## config.mk

```make
export PLATFORM = sky130hd
export DESIGN_NAME = bram_fir2_sequencer
export DESIGN_NICKNAME = d
export VERILOG_FILES = /design/src/rtl/bram_fir2_sequencer.sv
export SDC_FILE = /design/constraint.sdc
export NUM_CORES = 1
export LEC_CHECK = 0
export ABC_AREA = 1
export CAP_MARGIN = 10
export CORE_MARGIN = 4
export CORE_UTILIZATION = 55
export CTS_BUF_LIST = sky130_fd_sc_hd__clkbuf_16
export CTS_CLUSTER_DIAMETER = 80
export DETAILED_ROUTE_END_ITERATION = 8
export PLACE_DENSITY = 0.82
export SETUP_SLACK_MARGIN = 0.3
export SLEW_MARGIN = 25
export SYNTH_ARGS = -nofsm -noshare
export SYNTH_HDL_FRONTEND = slang
export SYNTH_SLANG_ARGS = --single-unit
export TNS_END_PERCENT = 10
```

## constraint.sdc

```tcl
create_clock -name clk -period 5.1 [get_ports clk]
set_clock_uncertainty 0.05 [all_clocks]
set_input_delay 1.275 -clock clk [delete_from_list [all_inputs] [get_ports clk]]
set_output_delay 1.275 -clock clk [all_outputs]
set_load 0.005 [all_outputs]
```

## src/rtl/bram_fir2_sequencer.sv

```systemverilog
// Sequences a 1024x8 dual-port sample BRAM for a 2-tap smoothing pass:
// reads x[k] on port A, writes sat8(x[k] + x[k-1]) on port B, and accumulates the sum of x.
module bram_fir2_sequencer #(
    parameter int ADDR_W = 10,
    parameter int DATA_W = 8,
    parameter int LEN_W  = 11,
    parameter int SUM_W  = 18
) (
    input  logic              clk,
    input  logic              rst,
    input  logic              start,
    input  logic [ADDR_W-1:0] src_base,
    input  logic [ADDR_W-1:0] dst_base,
    input  logic [LEN_W-1:0]  len,
    output logic              busy,
    output logic              done,
    output logic              err,
    output logic [SUM_W-1:0]  sum_out,
    output logic [ADDR_W-1:0] mem_addr_a,
    output logic              mem_we_a,
    input  logic [DATA_W-1:0] mem_dout_a,
    output logic [ADDR_W-1:0] mem_addr_b,
    output logic              mem_we_b,
    output logic [DATA_W-1:0] mem_din_b
);

    typedef enum logic [1:0] {
        ST_IDLE  = 2'd0,
        ST_READ  = 2'd1,
        ST_DRAIN = 2'd2,
        ST_FIN   = 2'd3
    } state_t;

    localparam logic [LEN_W-1:0] MAX_LEN = LEN_W'(2 ** ADDR_W);

    // Clamp a (DATA_W+1)-bit signed value into the DATA_W-bit signed range.
    function automatic logic [DATA_W-1:0] sat_sample(input logic signed [DATA_W:0] v);
        logic signed [DATA_W:0] hi;
        logic signed [DATA_W:0] lo;
        hi = $signed({2'b00, {(DATA_W-1){1'b1}}});
        lo = $signed({2'b11, {(DATA_W-1){1'b0}}});
        if (v > hi) begin
            return {1'b0, {(DATA_W-1){1'b1}}};
        end else if (v < lo) begin
            return {1'b1, {(DATA_W-1){1'b0}}};
        end else begin
            return v[DATA_W-1:0];
        end
    endfunction

    state_t              state_r;
    state_t              state_s;
    logic [ADDR_W-1:0]   src_r;
    logic [ADDR_W-1:0]   dst_r;
    logic [LEN_W-1:0]    len_r;
    logic [LEN_W-1:0]    rd_idx_r;
    logic [ADDR_W-1:0]   wr_idx_r;
    logic                drain_r;
    logic                v1_r;
    logic                v2_r;
    logic                err_flag_r;
    logic [DATA_W-1:0]   prev_r;
    logic [SUM_W-1:0]    acc_r;
    logic                busy_r;
    logic                done_r;
    logic                err_r;
    logic [SUM_W-1:0]    sum_r;
    logic [ADDR_W-1:0]   addr_a_r;
    logic [ADDR_W-1:0]   addr_b_r;
    logic                we_b_r;
    logic [DATA_W-1:0]   din_b_r;

    logic                accept_s;
    logic                len_bad_s;
    logic                issue_s;
    logic signed [DATA_W:0] pair_sum_s;
    logic [DATA_W-1:0]   y_s;
    logic [SUM_W-1:0]    acc_next_s;

    // Next-state logic and per-cycle strobes.
    always_comb begin
        state_s   = state_r;
        accept_s  = 1'b0;
        len_bad_s = (len == {LEN_W{1'b0}}) || (len > MAX_LEN);
        issue_s   = 1'b0;
        case (state_r)
            ST_IDLE: begin
                if (start) begin
                    accept_s = 1'b1;
                    state_s  = len_bad_s ? ST_FIN : ST_READ;
                end else begin
                    state_s = ST_IDLE;
                end
            end
            ST_READ: begin
                issue_s = 1'b1;
                if (rd_idx_r == len_r - LEN_W'(1)) begin
                    state_s = ST_DRAIN;
                end else begin
                    state_s = ST_READ;
                end
            end
            ST_DRAIN: begin
                if (drain_r) begin
                    state_s = ST_FIN;
                end else begin
                    state_s = ST_DRAIN;
                end
            end
            ST_FIN: begin
                state_s = ST_IDLE;
            end
            default: begin
                state_s = ST_IDLE;
            end
        endcase
    end

    // Filter arithmetic on the sample returning from port A.
    always_comb begin
        pair_sum_s = $signed({mem_dout_a[DATA_W-1], mem_dout_a})
                   + $signed({prev_r[DATA_W-1], prev_r});
        y_s        = sat_sample(pair_sum_s);
        acc_next_s = acc_r + {{(SUM_W-DATA_W){mem_dout_a[DATA_W-1]}}, mem_dout_a};
    end

    // State register.
    always_ff @(posedge clk) begin
        if (!rst) begin
            state_r <= ST_IDLE;
        end else begin
            state_r <= state_s;
        end
    end

    // Pass control: latched parameters, counters and host-facing status.
    always_ff @(posedge clk) begin
        if (!rst) begin
            src_r      <= {ADDR_W{1'b0}};
            dst_r      <= {ADDR_W{1'b0}};
            len_r      <= {LEN_W{1'b0}};
            rd_idx_r   <= {LEN_W{1'b0}};
            drain_r    <= 1'b0;
            err_flag_r <= 1'b0;
            busy_r     <= 1'b0;
            done_r     <= 1'b0;
            err_r      <= 1'b0;
            sum_r      <= {SUM_W{1'b0}};
        end else begin
            drain_r <= (state_r == ST_DRAIN);
            if (accept_s) begin
                src_r      <= src_base;
                dst_r      <= dst_base;
                len_r      <= len;
                rd_idx_r   <= {LEN_W{1'b0}};
                err_flag_r <= len_bad_s;
                busy_r     <= ~len_bad_s;
            end else if (issue_s) begin
                rd_idx_r <= rd_idx_r + LEN_W'(1);
            end
            if (state_r == ST_FIN) begin
                done_r <= 1'b1;
                err_r  <= err_flag_r;
                sum_r  <= acc_r;
                busy_r <= 1'b0;
            end else begin
                done_r <= 1'b0;
                err_r  <= 1'b0;
            end
        end
    end

    // Memory pipeline: v1/v2 track a read in flight so the write lands two cycles after its address.
    always_ff @(posedge clk) begin
        if (!rst) begin
            v1_r     <= 1'b0;
            v2_r     <= 1'b0;
            addr_a_r <= {ADDR_W{1'b0}};
            addr_b_r <= {ADDR_W{1'b0}};
            we_b_r   <= 1'b0;
            din_b_r  <= {DATA_W{1'b0}};
            wr_idx_r <= {ADDR_W{1'b0}};
            prev_r   <= {DATA_W{1'b0}};
            acc_r    <= {SUM_W{1'b0}};
        end else begin
            v1_r <= issue_s;
            v2_r <= v1_r;
            if (issue_s) begin
                addr_a_r <= src_r + rd_idx_r[ADDR_W-1:0];
            end
            if (accept_s) begin
                wr_idx_r <= {ADDR_W{1'b0}};
                prev_r   <= {DATA_W{1'b0}};
                acc_r    <= {SUM_W{1'b0}};
                we_b_r   <= 1'b0;
            end else if (v2_r) begin
                acc_r    <= acc_next_s;
                prev_r   <= mem_dout_a;
                addr_b_r <= dst_r + wr_idx_r;
                din_b_r  <= y_s;
                we_b_r   <= 1'b1;
                wr_idx_r <= wr_idx_r + ADDR_W'(1);
            end else begin
                we_b_r <= 1'b0;
            end
        end
    end

    assign busy       = busy_r;
    assign done       = done_r;
    assign err        = err_r;
    assign sum_out    = sum_r;
    assign mem_addr_a = addr_a_r;
    assign mem_we_a   = 1'b0;
    assign mem_addr_b = addr_b_r;
    assign mem_we_b   = we_b_r;
    assign mem_din_b  = din_b_r;

endmodule

```

# After elaboration in Yosys (flattened, before gate mapping)
# Index checks and enable logic that the tools add are counted.
dict set report op_classes {
  addsub 7
  magnitude_cmp 3
  reduce_logical 7
  bitwise_logic 3
  n_eq_ne 4
  n_mux 12
}
# op count
set op_table {}
lappend op_table {{$add A10 B10 Y10} 2}
lappend op_table {{$add A18 B18 Y18} 1}
lappend op_table {{$mux W8} 2}
lappend op_table {{$add A11 B1 Y11 const B} 1}
lappend op_table {{$eq A11 B11 Y1} 1}
lappend op_table {{$gt A11 B11 Y1 const B} 1}
lappend op_table {{$logic_not A11 Y1} 1}
lappend op_table {{$sub A11 B1 Y11 const B} 1}
lappend op_table {{$add A10 B1 Y10 const B} 1}
lappend op_table {{$add A8 B8 Y9} 1}
lappend op_table {{$gt A9 B8 Y1 const B} 1}
lappend op_table {{$lt A9 B8 Y1 const B} 1}
lappend op_table {{$pmux W2 S4} 1}
lappend op_table {{$mux W1} 6}
lappend op_table {{$mux W2} 3}
lappend op_table {{$eq A2 B2 Y1 const B} 2}
lappend op_table {{$reduce_and A2 Y1} 2}
lappend op_table {{$reduce_or A2 Y1} 2}
lappend op_table {{$not A1 Y1} 3}
lappend op_table {{$eq A2 B1 Y1 const B} 1}
lappend op_table {{$logic_not A2 Y1} 1}
lappend op_table {{$logic_or A1 B1 Y1} 1}
dict set report totals {
  register_bits 134
  input_bits 42
  elab_cells 56
  output_inout_bits 51
}

# Longest topological paths before layout
dict set report depth {
  word_depth 5
  depth_mapped 16
  ltp_nobuf 16
}

# Worst setup path after synthesis
# Ideal clock, no wire load.
dict set report synth_timing {
  path_kind {in2reg}
  startpoint {input port mem_dout_a[0]}
  endpoint {register din_b_r[0], in the netlist mem_din_b[0]}
  setup_time_ns 0.127
  path_stages 10
  arrival_time_ns 2.746
  required_time_ns 4.923
  path_buffers 0
  setup_slack_ns 2.177
  path_cell_list {ha_1 -> fa_1 -> nand3_1 -> nand3_1 -> nand4_1 -> nand2_1 -> o21ai_0 -> nor2_1 -> nor2_2 -> a21oi_1}
}
dict set report synth_via {
  elab_chain_len 4
}
# element line
set synth_rtl {}
lappend synth_rtl {{start: declaration} 21} ;# input logic [DATA_W-1:0] mem_dout_a,
lappend synth_rtl {{$add A8 B8 Y9 (*)} 122} ;# + $signed({prev_r[DATA_W-1], prev_r});
lappend synth_rtl {{$lt A9 B8 Y1} 44} ;# end else if (v < lo) begin
lappend synth_rtl {{$mux W8} 44}
lappend synth_rtl {{$mux W8 (*)} 42} ;# if (v > hi) begin
lappend synth_rtl {{end signal: assignment} 181} ;# din_b_r <= {DATA_W{1'b0}};
lappend synth_rtl {{end signal: assignment} 200} ;# din_b_r <= y_s;
lappend synth_rtl {{end: declaration} 71} ;# logic [DATA_W-1:0] din_b_r;
# Every way passes the cells marked *; elsewhere a longest branch is shown, timed or not.
# A chain may end at the register's enable or synchronous reset.

# Worst setup path after layout
dict set report layout_timing {
  startpoint {input port start}
  endpoint {register din_b_r[0], in the netlist mem_din_b[0]}
}
dict set report layout_via {
  elab_chain_len 4
}
# element line
set layout_rtl {}
lappend layout_rtl {{start: declaration} 11} ;# input logic start,
lappend layout_rtl {{$mux W1} 88} ;# if (start) begin
lappend layout_rtl {{$mux W1} 86} ;# case (state_r)
lappend layout_rtl {{$not A1 Y1 (no line)} n/a}
lappend layout_rtl {{$reduce_and A2 Y1 (no line)} n/a}
# Every way passes these cells.

==> impl_metrics.tcl <==
set metrics [dict create \
    ctsResizeCount 0 \
    synthArstFlopShare_pct 0 \
    wl_per_cell_um 14.0 \
    grt_pass1_wl_um 30500 \
    ys_ff_latch 134 \
    netlist_area_sq_um 7370 \
    syn_inst 1049 \
    die-area_sq_um 15300 \
    syn_nets 1141 \
    finalHoldViolations 0 \
    initial_core_util_pct 55.9 \
    final_util_pct 68.2 \
    place.gp.congestion 0.942 \
    total_power_uw 2780 \
    synth_top_family_by_area "simple AND/OR/NAND/NOR gates" \
    crit_arrival_ns 3.63 \
    synth_top_cell_area_share_pct 36.4 \
    finalCritPeriodShare_pct 66.4 \
    drtAntennaViolNets 0 \
    grt.overflow.total 0 \
    synth_area_leader_cell "dfxtp_1" \
    tightest_slew_ns 0.972 \
    placed_area_sq_um 8410 \
    synth_flop_cell "dfxtp_1" \
    antenna_found_initial 0 \
    ff2ff_setup_slack_ns 2.02 \
    path_class "input port to flop" \
    synthAdderAreaFrac_pct 8.90 \
    diodes 0 \
    powerDensity_nw_per_um2 309 \
    via_per_inst 5.32 \
    clockBufferDepth 2 \
    synth_xor_area_share_pct 4.52 \
    design_area_sq_um 9000 \
    rows 42 \
    setup_viol_count_final 0 \
    outcome "finished clean" \
    clk_pin_slew_worst_paths_ns 0.06 \
    grt_use_total_pct 25.1 \
    postCtsHoldBufs 0 \
    fin_tns_setup_ns 0 \
    crit_path_max_fanout 44 \
    netlist-cell-type-count 41 \
    min_path_type "flop to flop" \
    clock_latency_ns 0.43 \
    relSlewSlack_pct 34.8 \
    synth-edff-count 0 \
    grt_max_degree 51 \
    endpoint_kind "flop" \
    final_common_cell "nand2_1" \
    crit_required_ns 5.34 \
    first_iter_violations 549 \
    layout-drive-gt1-share_pct 4.71 \
    instances_no_fill 1323 \
    ys_seq_area_share_pct 36.4 \
    fmax_mhz 295 \
    cts_tree "yes" \
    rsz0062_at_grt "no" \
    ioPinCount 93 \
    drv_slew 0 \
    synth_area_per_cell_sq_um 7.03 \
    leakagePower_uw 0.00408 \
    post-dp-hpwl_um 13500 \
    numCtsBuffers 17 \
    synth-compound-area-share_pct 16.6 \
    syn2layout_area_growth_pct 22.1 \
    yosys-top-cells-area "dfxtp_1, nand2_1, ha_1" \
    root_buffer "clkbuf_16" \
    yosys.area_share.simple_pct 25.2 \
    detail_route.wirelength_um 18500 \
    cp-start-kind "input port" \
    drc 0 \
    cts.sinks 134 \
    ys_warn_count 0 \
    dp_cells 1291 \
    coreArea_sq_um 13200 \
    dr.pass1.iters 7 \
    nets 1226 \
    io_buffers 91 \
    cts-htree-levels 4 \
    cap_viol_max_count 0 \
    final_cell_mix "nand2_1, dfxtp_1, nor2_1" \
    num_vias 7036 \
    grt_pass1_vias 6596 \
    die_h_um 124 \
    vdd_drop_max_mv 0.234 \
    die_w_um 124 \
    cts_setup_buffers 0 \
    synth.area.mux_share_pct 0 \
    finalCriticalPeriod_ns 3.39 \
]
sequential cells by signal (all words and copies together) (netlist names), 2 cells and up:
signal and flops:
state_r 2, src_r 10, rd_idx_r 11, mem_addr_b 10, len_r 11, wr_idx_r 10, acc_r 18, mem_din_b 8
sum_out 18, dst_r 10, prev_r 8, mem_addr_a 10
area by class of cell:
type / count / area, sq um
inverter: 131 / 492
clock buffer: 17 / 425
tap: 176 / 220
fill: 1129 / 4190
clock inverter: 15 / 164
sequential: 134 / 2680
multi-input combinational: 755 / 4070
timing repair buffer: 95 / 941
worst max-delay path, cell delays in order:
cell	delay, ns
clkdlybuf4s50_1	0.42
nand3_2	0.07
buf_4	0.35
inv_2	0.31
nor2_4	0.46
inv_1	0.27
nor2_2	0.32
a21oi_1	0.13
path summary, 6_finish.rpt:
check	startpoint	cells past startpoint	endpoint
min reg2reg	v1_r$_SDFF_PN0_	2	v2_r$_SDFF_PN0_
max reg2reg	v2_r$_SDFF_PN0_	6	mem_din_b[0]$_SDFFE_PN0P_
min	v1_r$_SDFF_PN0_	2	v2_r$_SDFF_PN0_
max	start	8	mem_din_b[0]$_SDFFE_PN0P_
cell usage after synthesis, types with 5 or more instances:
library cell,count
nand2_1,213
dfxtp_1,134
nor2_1,128
inv_1,126
o21ai_0,106
a21oi_1,95
nand3_1,53
ha_1,46
xor2_1,34
clkbuf_1,18
nand4_1,15
nor3_1,9
a21o_1,7
buf_2,5
where the power goes:
| group | switching, uW | internal (uW) | total (uW) |
|---|---|---|---|
| Combinational | 252 | 166 | 418 |
| Sequential | 35.4 | 1100 | 1130 |
| Clock | 466 | 760 | 1230 |
metrics by stage:
step                      worst slack, ns  hold slack [ns]
final                                1.71            0.394
after global routing                 1.49            0.402
after CTS                            1.74            0.389
after detailed placement             1.30            0.360
after global placement               1.30            0.366
after floorplan                      2.18            0.340
logic make-up after synthesis:
family                   Yosys count
AO/OA/AOI/OAI                    230
adder cells (fa/ha/maj)           50
flip-flops                       134
buffers and inverters            160
other                              1
XOR/XNOR                          38
AND/OR/NAND/NOR                  436
metal layers:
layer / wire (um) / vias to the layer above / share of wire [%] / track usage [%]
met5: 0 / - / 0 / 0
met3: 773 / 42 / 4.2 / 5.50
li1: - / 3612 / - / -
met1: 8180 / 3201 / 44 / 30.9
met2: 9080 / 181 / 49 / 43.1
met4: 433 / 0 / 2.3 / 9.41
Power figures use the tool's default switching activity.
